==> src/rtl/can_pkg.sv <==
// Shared CAN constants and helpers used by the transmit stuffer and receive destuffer.
// Contents: stuff run length, bus level encodings, run counter type and saturating increment,
//           and the per-strobe transmit action encoding.
package can_pkg;

  localparam int   CAN_STUFF_LEN = 5;
  localparam logic CAN_DOMINANT  = 1'b0;
  localparam logic CAN_RECESSIVE = 1'b1;

  typedef logic [2:0] run_cnt_t;

  // What the stuffer does at a transmit point.
  typedef enum logic [1:0] {
    TX_HOLD  = 2'd0,
    TX_DATA  = 2'd1,
    TX_STUFF = 2'd2,
    TX_URUN  = 2'd3
  } tx_act_e;

  // Increment a run count, saturating at lim.
  function automatic run_cnt_t run_inc(input run_cnt_t c, input int unsigned lim);
    return (c >= run_cnt_t'(lim)) ? c : c + 3'd1;
  endfunction

endpackage

==> src/rtl/can_stuff_if.sv <==
// Link between a bit-stream user (stuffer/destuffer) and the shared run counter.
// master: user side, reports what happened on the bus this strobe; slave: run counter,
//         returns the stuff-pending flag and the last bus bit.
interface can_stuff_if;

  logic data_go;   // a frame bit went onto the bus this cycle
  logic stuff_go;  // a stuff bit went onto the bus this cycle
  logic urun_go;   // an underrun (recessive filler) went onto the bus this cycle
  logic bit_in;    // frame bit value when data_go
  logic stuff_en;  // stuffed region of the frame
  logic pend;      // a stuff bit is owed at the next transmit point
  logic last_bit;  // last bit placed on the bus (data or stuff)

  modport master (output data_go, stuff_go, urun_go, bit_in, stuff_en,
                  input  pend, last_bit);
  modport slave  (input  data_go, stuff_go, urun_go, bit_in, stuff_en,
                  output pend, last_bit);

endinterface

==> src/rtl/can_run_counter.sv <==
// Run-length tracker for CAN bit stuffing: counts identical consecutive bus bits and raises
// stuff-pending once STUFF_LEN is reached inside the stuffed region.
// Ports: clk, rst (sync, active-high), lnk (slave side of can_stuff_if).
module can_run_counter
  import can_pkg::*;
#(
  parameter int STUFF_LEN = CAN_STUFF_LEN
) (
  input  logic        clk,
  input  logic        rst,
  can_stuff_if.slave  lnk
);

  run_cnt_t cnt_q, cnt_d;
  logic     last_q, last_d;
  logic     pend_q, pend_d;
  run_cnt_t cnt_nxt;

  assign lnk.pend     = pend_q;
  assign lnk.last_bit = last_q;

  always_comb begin
    cnt_d   = cnt_q;
    last_d  = last_q;
    pend_d  = pend_q;
    cnt_nxt = (lnk.bit_in == last_q) ? run_inc(cnt_q, STUFF_LEN) : 3'd1;

    if (lnk.stuff_go) begin
      // The stuff bit starts a new run of its own polarity.
      cnt_d  = 3'd1;
      last_d = ~last_q;
      pend_d = 1'b0;
    end else if (lnk.data_go) begin
      last_d = lnk.bit_in;
      if (lnk.stuff_en) begin
        cnt_d  = cnt_nxt;
        pend_d = (cnt_nxt == run_cnt_t'(STUFF_LEN));
      end else begin
        cnt_d  = 3'd0;
      end
    end else if (lnk.urun_go) begin
      cnt_d = 3'd0;
    end else if (!lnk.stuff_en && !pend_q) begin
      // Outside the stuffed region the run is meaningless; a stuff bit already owed
      // (after the last CRC bit) keeps the state until it is sent.
      cnt_d = 3'd0;
    end
  end

  always_ff @(posedge clk) begin
    if (rst) begin
      cnt_q  <= 3'd0;
      last_q <= CAN_RECESSIVE;
      pend_q <= 1'b0;
    end else begin
      cnt_q  <= cnt_d;
      last_q <= last_d;
      pend_q <= pend_d;
    end
  end

endmodule

==> src/rtl/can_stuff.sv <==
// CAN transmit bit stuffer: forwards upstream frame bits at each transmit point and inserts
// a complement bit after STUFF_LEN identical bits; underruns send recessive.
// Ports: i_Clk, i_Rst (sync, active-high); upstream i_Tx_Point/i_Stuff_En/i_Data_Valid/
//        i_Data_Bit/o_Data_Ready; bus o_Tx_Bit/o_Stuff_Active/o_Underrun; readback
//        i_Sample/i_Rx_Bit/o_Bit_Error. Macro CAN_STUFF_BITERR_EN enables bit-error checking.
module can_stuff
  import can_pkg::*;
#(
  parameter int STUFF_LEN = CAN_STUFF_LEN
) (
  input  logic i_Clk,
  input  logic i_Rst,
  input  logic i_Tx_Point,
  input  logic i_Stuff_En,
  input  logic i_Data_Valid,
  input  logic i_Data_Bit,
  output logic o_Data_Ready,
  output logic o_Tx_Bit,
  output logic o_Stuff_Active,
  output logic o_Underrun,
  input  logic i_Sample,
  input  logic i_Rx_Bit,
  output logic o_Bit_Error
);

  can_stuff_if lnk ();

  can_run_counter #(.STUFF_LEN(STUFF_LEN)) u_run_counter (
    .clk (i_Clk),
    .rst (i_Rst),
    .lnk (lnk.slave)
  );

  tx_act_e act;
  logic    tx_bit_q, tx_bit_d;
  logic    stuff_act_q, stuff_act_d;
  logic    underrun_q, underrun_d;
  logic    bit_err_q, bit_err_d;

  // Upstream may only hand over a bit when no stuff bit is owed.
  assign o_Data_Ready = i_Tx_Point & ~lnk.pend;

  always_comb begin
    act = TX_HOLD;
    if (i_Tx_Point) begin
      if (lnk.pend)          act = TX_STUFF;
      else if (i_Data_Valid) act = TX_DATA;
      else                   act = TX_URUN;
    end
  end

  assign lnk.data_go  = (act == TX_DATA);
  assign lnk.stuff_go = (act == TX_STUFF);
  assign lnk.urun_go  = (act == TX_URUN);
  assign lnk.bit_in   = i_Data_Bit;
  assign lnk.stuff_en = i_Stuff_En;

  always_comb begin
    tx_bit_d    = tx_bit_q;
    stuff_act_d = stuff_act_q;
    underrun_d  = 1'b0;
    unique case (act)
      TX_STUFF: begin
        tx_bit_d    = ~lnk.last_bit;
        stuff_act_d = 1'b1;
      end
      TX_DATA: begin
        tx_bit_d    = i_Data_Bit;
        stuff_act_d = 1'b0;
      end
      TX_URUN: begin
        tx_bit_d    = CAN_RECESSIVE;
        stuff_act_d = 1'b0;
        underrun_d  = 1'b1;
      end
      default: ;
    endcase
  end

`ifdef CAN_STUFF_BITERR_EN
  // Reading dominant while sending recessive outside the stuffed region is lost
  // arbitration or an ACK, not an error.
  always_comb begin
    bit_err_d = 1'b0;
    if (i_Sample && (i_Rx_Bit != tx_bit_q))
      bit_err_d = ~((tx_bit_q == CAN_RECESSIVE) && (i_Rx_Bit == CAN_DOMINANT) && !i_Stuff_En);
  end
`else
  logic unused_readback;
  assign unused_readback = i_Sample ^ i_Rx_Bit;
  always_comb bit_err_d = 1'b0;
`endif

  always_ff @(posedge i_Clk) begin
    if (i_Rst) begin
      tx_bit_q    <= CAN_RECESSIVE;
      stuff_act_q <= 1'b0;
      underrun_q  <= 1'b0;
      bit_err_q   <= 1'b0;
    end else begin
      tx_bit_q    <= tx_bit_d;
      stuff_act_q <= stuff_act_d;
      underrun_q  <= underrun_d;
      bit_err_q   <= bit_err_d;
    end
  end

  assign o_Tx_Bit       = tx_bit_q;
  assign o_Stuff_Active = stuff_act_q;
  assign o_Underrun     = underrun_q;
  assign o_Bit_Error    = bit_err_q;

endmodule

==> config.mk <==
export PLATFORM = sky130hd
export DESIGN_NAME = can_stuff
export DESIGN_NICKNAME = d
export VERILOG_FILES = /design/src/rtl/can_pkg.sv /design/src/rtl/can_stuff_if.sv /design/src/rtl/can_run_counter.sv /design/src/rtl/can_stuff.sv
export SDC_FILE = /design/constraint.sdc
export NUM_CORES = 1
export LEC_CHECK = 0
export ABC_CLOCK_PERIOD_IN_PS = 1200
export BUFFER_PORTS_ARGS = -buffer_cell sky130_fd_sc_hd__buf_2
export CORE_AREA = 2 2 39 41
export DETAILED_ROUTE_END_ITERATION = 16
export DIE_AREA = 0 0 41 43
export GPL_TIMING_DRIVEN = 0
export MAX_ROUTING_LAYER = met4
export PLACE_DENSITY = 0.67
export SYNTH_ARGS = -nofsm -noshare
export SYNTH_HDL_FRONTEND = slang
export SYNTH_HIERARCHICAL = 1
export SYNTH_SLANG_ARGS = --single-unit
==> constraint.sdc <==
create_clock -name i_Clk -period 1.2 [get_ports i_Clk]
set_input_delay 0.12 -clock i_Clk [delete_from_list [all_inputs] [get_ports i_Clk]]
set_output_delay 0.12 -clock i_Clk [all_outputs]
set_load 0.01 [all_outputs]
Word-level counts from Yosys, hierarchy flattened
Index checks and enable logic that the tools add are counted.
- add/subtract/negate cells: 1
- $lt $le $gt $ge: 1
- eq/ne operators: 5
- muxes and demuxes: 15
- bitwise operators: 3
- reductions and logical operators: 11
- operators with widths (cell ; count):
    2-to-1 mux 3 bit ; 6
    2-to-1 mux 2 bit ; 3
    nonzero test 3 bit ; 2
    equality test 2 bit, second input constant ; 2
    2-to-1 mux 1 bit ; 4
    nonzero test 2 bit ; 2
    nonzero test 4 bit ; 1
    OR reduction 2 bit ; 2
    adder 3 x 1 -> 3 bit, second input constant ; 1
    equality test 3 bit, second input constant ; 1
    >= comparator 3 bit, second input constant ; 1
    case mux 1 bit (3 select lines) ; 1
    equality test 2 x 1 -> 1 bit, second input constant ; 1
    logical NOT 1 bit ; 2
    inverter 1 bit ; 2
    case mux 1 bit (2 select lines) ; 1
    AND reduction 2 bit ; 1
    AND 1 bit ; 1
    equality test 1 bit ; 1
    logical AND 1 bit ; 1
- register bits: 8
- bits of input ports: 8
- output and inout port bits: 5
- word-level logic and storage cells: 43

Longest topological paths before layout
- depth after elaboration: 7
- depth in mapped cells: 7
- mapped depth without buffers: 7

Cells and area by module
Netlist, hierarchy kept.
- by module, submodules not included (module ; instances ; cells an instance ; area an instance (µm²) ; seq. area each (µm²)):
    can_run_counter ; 1 ; 41 ; 316.6 ; 100.1
    can_stuff ; 1 ; 17 ; 146.4 ; 60.1

Worst setup path before layout
Ideal clock, no wire load.
- kind: reg-to-reg
- start point: reg u_run_counter.pend_q (netlist: u_run_counter/lnk.pend)
- end point: reg u_run_counter.cnt_q[1]
- library setup time: 78 ps
- arrival time: 1319 ps
- data required time: 1122 ps
- setup slack: -197 ps
- cell stages (with the launch flop): 7
- clock period less this slack: 1397 ps
- cell sequence: dfxtp_1 > nand2b_1 > inv_1 > and2_2 > nor3_1 > a22oi_1 > nor3_1
- elaborated cells on any way between the ends: 11
- classes of those cells: eq/ne: 3; mux: 4; reduce/logical: 4
- RTL lines (item ; RTL line ; source):
    start, declared ; can_run_counter.sv:16 ; logic pend_q, pend_d;
    start signal, assigned ; can_run_counter.sv:58 ; pend_q <= pend_d;
    2-to-1 mux 2 bit * ; can_stuff.sv:46 ; if (lnk.pend) act = TX_STUFF;
    2-to-1 mux 2 bit * ; can_stuff.sv:45 ; if (i_Tx_Point) begin
    equality test 2 x 1 -> 1 bit * ; can_stuff.sv:52 ; assign lnk.data_go = (act == TX_DATA);
    net lnk.data_go ; can_stuff_if.sv:6 ; logic data_go;
    nonzero test 3 bit (no source line) or 2-to-1 mux 3 bit (tied branches) ; n/a ;
    end signal, assigned ; can_run_counter.sv:56 ; cnt_q <= cnt_d;
    end, declared ; can_run_counter.sv:14 ; run_cnt_t cnt_q, cnt_d;
The timed path passes the listed nets; every way through them passes the cells marked *.
A chain may end at the register's enable or synchronous reset.

Final worst setup path
- start point: reg u_run_counter.cnt_q[1]
- end point: reg u_run_counter.pend_q (netlist: u_run_counter/lnk.pend)
- word-level cells in the longest chain between the ends: 4
- elaborated cells on any way between the ends: 5
- classes of those cells: add/sub: 1; order compare: 1; eq/ne: 1; mux: 2
- RTL lines (item ; RTL line ; source):
    adder 3 x 1 -> 3 bit or >= comparator 3 bit (tied branches) ; can_pkg.sv:22 ; return (c >= run_cnt_t'(lim)) ? c : c + 3'd1;
    2-to-1 mux 3 bit * ; can_pkg.sv:22 ;
    2-to-1 mux 3 bit * ; can_run_counter.sv:26 ; cnt_nxt = (lnk.bit_in == last_q) ? run_inc(cnt_q, STUFF_LEN) : 3'd1;
    equality test 3 bit * ; can_run_counter.sv:37 ; pend_d = (cnt_nxt == run_cnt_t'(STUFF_LEN));
Every way passes the cells marked *; elsewhere a longest branch is shown, timed or not.

==> impl_results.md <==
- Syn. warnings: 6
- Critical Path Max Stage Delay: 0.34 ns
- Design area: 704.4 sq um
- Core Footprint: 1384 sq um
- Sequential share of power: 47.3%
- RSZ-0062 raised after global routing: yes
- Num CTS Buffers: 3
- Cell internal pwr: 426.1 uW
- Hold buffers post-CTS: 0
- DR vias/cell: 5.174
- Adder-Cell Fraction of Synth Area: 5.405%
- CTS tree: yes
- Comb pwr share: 16.8%
- Initial antenna violation count: 0
- Setup crit start kind: register
- DRT Pass-1 Iters: 5
- Initial DRC Count: 4
- Share of layout cells above drive strength 1: 52.63%
- Clock latency on the worst-skew pair: 0.25 ns
- Post-DP Area: 565.5 sq um
- Clock transition at path regs: 0.05 ns
- Ys async rst share: 0%
- Clock share of power: 35.9%
- Gpl congestion: 0.7370
- Syn nets: 68
- Setup tns final: -0.2388 ns
- Top Metal Used: met3
- CP Class: register to register
- Fin. Hold Viols: 0
- Clk Tree Root Cell: clkbuf_4
- Layout fillers: 131
- Main combinational cell family by area after synthesis: simple AND/OR/NAND/NOR gates
- Compound-Gate Fraction of Synth Area: 22.16%
- Synth unique cells: 27
- Commonest cells in the netlist: dfxtp_1 (8), a21oi_1 (7), nor2_1 (5)
- Area added between synthesis and finish: 52.16%
- Pwr/cell area: 817.0 nW/um^2
- CP arrival: 1.44 ns
- Multiplexer share of the synthesized area: 2.162%
- WL met3: 55 um
- Predominant post-synthesis flop cell: dfxtp_1
- Worst endpoint required time: 1.37 ns
- Sequential fraction of the synthesis area: 34.59%
- DR WL/cell: 11.38 um
- Register area: 171.4 sq um
- Largest net degree at the start of global routing: 9
- Crit path max-delay cell type: dfxtp_4
- Final hold slack: 0.08280 ns
- Failing checks: negative setup slack
- Routed Antenna Nets: 0
- Max-cap violations: 0
- Met1 Wirelength: 439 um
- Row cnt: 14
- First-pass GRT wire length: 1.883 mm
- Chip Height: 43 um
- Remaining global-route overflow: 0
- XOR/XNOR Fraction of Synth Area: 3.784%
- Synth Area per Inst: 7.982 sq um
- Worst-path cell chain: inv_2 -> ha_4 -> o21ai_2 -> xor2_2 -> o2111ai_2 -> o21ai_1
- Vias: 476
- Initial Util: 33.45%
- Clock Path Buffers: 2
- Area contributors post-synth: dfxtp_1 (35%), a21oi_1 (7.6%), ha_1 (5.4%)
- Post-DP HPWL: 701.2 um
- EDFF count, synth: 0
- CTS Sinks: 8
- Footprint of the multi-input gates: 362.8 sq um
- Max Fclk: 789.5 MHz
- Maximum vdd drop: 0.0006511 V
- Fin crit share: 105.6%
- Leading area contributor after synthesis: dfxtp_1
- Hold Path Class: primary input to register
- IO buf count: 9
- Crit. End Element: register
- Crit Path Max Fanout: 2
- Switching Power: 149.4 uW
- Clock Skew: 0.006366 ns
- DR WL met2: 552 um
- Net Sw Frac: 25.95%
- Mapped Area: 462.9 sq um
- I/O pin cnt: 13
- # diodes: 0
- H-Tree Depth: 1
- Tot Pwr: 575.5 uW
- Simple logic cell fraction of the synthesized area: 26.22%
- Die extent in x: 41 um
- Final Core Density: 50.90%
- Gr usage total: 15.50%
- Final Max Slew Viols: 0
- WL final: 1.047 mm
- Outcome: complete, but fails checks
- Vias in the first global route: 464
- Tmin final: 1.267 ns
- Leak Pwr: 0.2710 nW
- Final setup violation count: 4
- Residual DRC: 0
- Mapped Cells: 58
- # nets final: 88
- Most numerous cell in the Yosys netlist: dfxtp_1
- Final worst slack: -0.06664 ns
- #FFs+latches synth: 8
- Die Footprint: 1763 sq um
- Post-synth top area share: 34.59%
==> metrics by stage <==
| stage | setup WS, ns | instances |
|---|---|---|
| 2_1_floorplan | 0.002481 | 58 |
| 3_3_place_gp | -0.1098 | 83 |
| 3_5_place_dp | -0.1196 | 83 |
| 4_1_cts | -0.06982 | 91 |
| 5_1_grt | -0.1696 | 92 |
| 6_report | -0.06664 | 92 |
==> worst paths after layout <==
path                                                start                                      end  slack [ns]  cells after the start
hold reg to reg   u_run_counter/lnk.last_bit$_SDFFE_PP1P_  u_run_counter/lnk.last_bit$_SDFFE_PP1P_        0.50                      1
setup / recovery      u_run_counter/cnt_q[1]$_SDFFE_PP0P_      u_run_counter/lnk.pend$_SDFFE_PP0P_       -0.07                      6
setup reg to reg      u_run_counter/cnt_q[1]$_SDFFE_PP0P_      u_run_counter/lnk.pend$_SDFFE_PP0P_       -0.07                      6
hold / removal                               i_Data_Valid                    o_Underrun$_SDFF_PP0_        0.08                      2
==> layer usage <==
layer	global-route usage, %	vias to the layer above
li1	-	236
met1	18.89	226
met2	25.00	14
met3	3.141	0
met4	4.000	0
met5	-	-
==> cell usage in the layout, fill, tap and decap left out, types with 2 or more instances in the layout <==
| master | n |
|---|---|
| nor2_1 | 4 |
| nand2_1 | 2 |
| clkbuf_4 | 3 |
| buf_2 | 9 |
| nand3_1 | 2 |
| o21ai_1 | 3 |
| dfxtp_4 | 3 |
| buf_4 | 6 |
| dfxtp_1 | 5 |
| inv_1 | 2 |
| a21oi_1 | 6 |
| nand2b_1 | 2 |
==> final cells by class <==
| class | instances | area share (%) |
|---|---|---|
| plain buffers | 1 | 1.066 |
| clock buffers | 3 | 3.197 |
| inverters | 4 | 2.487 |
| multi-input cells | 45 | 51.51 |
| flip-flops and latches | 8 | 24.33 |
| well taps | 16 | 2.842 |
| repair buffers | 15 | 14.56 |
==> logic make-up (layout without fill, tap and decap cells) <==
family	after synthesis	count (layout)
simple gates	22	22
compound gates	17	17
flops	8	8
buf+inv	5	23
fa+ha+maj	2	2
xor+xnor	2	2
other cells	1	1
mux	1	1
==> registers in the layout, indices dropped and copies added (netlist names) <==
name / count
u_run_counter/lnk.pend: 1
o_Underrun: 1
u_run_counter/cnt_q: 3
u_run_counter/lnk.last_bit: 1
o_Stuff_Active: 1
o_Tx_Bit: 1
==> timing repair <==
item | CTS | global route
buffers inserted | 5 | 1
endpoints found under the setup margin | 4 | 6
cloned | 0 | 0
pin swaps | 7 | 2
resized for setup | 9 | 8
==> power by group through the flow <==
stage                     logic (mW)  registers [mW]  clock network, mW
final                         0.0967           0.272              0.207
after global routing           0.106           0.273              0.227
after CTS                     0.0932           0.274              0.208
after detailed placement      0.0799           0.283                  0
after global placement        0.0784           0.283                  0
after floorplan               0.0492           0.284                  0
==> critical path: cells and delay by family, from the launching register on <==
family | cells | cell delay, ns
compound gates | 3 | 0.45
xor+xnor | 1 | 0.21
fa+ha+maj | 1 | 0.15
buf+inv | 1 | 0.05
flops | 1 | 0.34
No activity file was read; power rests on OpenSTA's default activity.
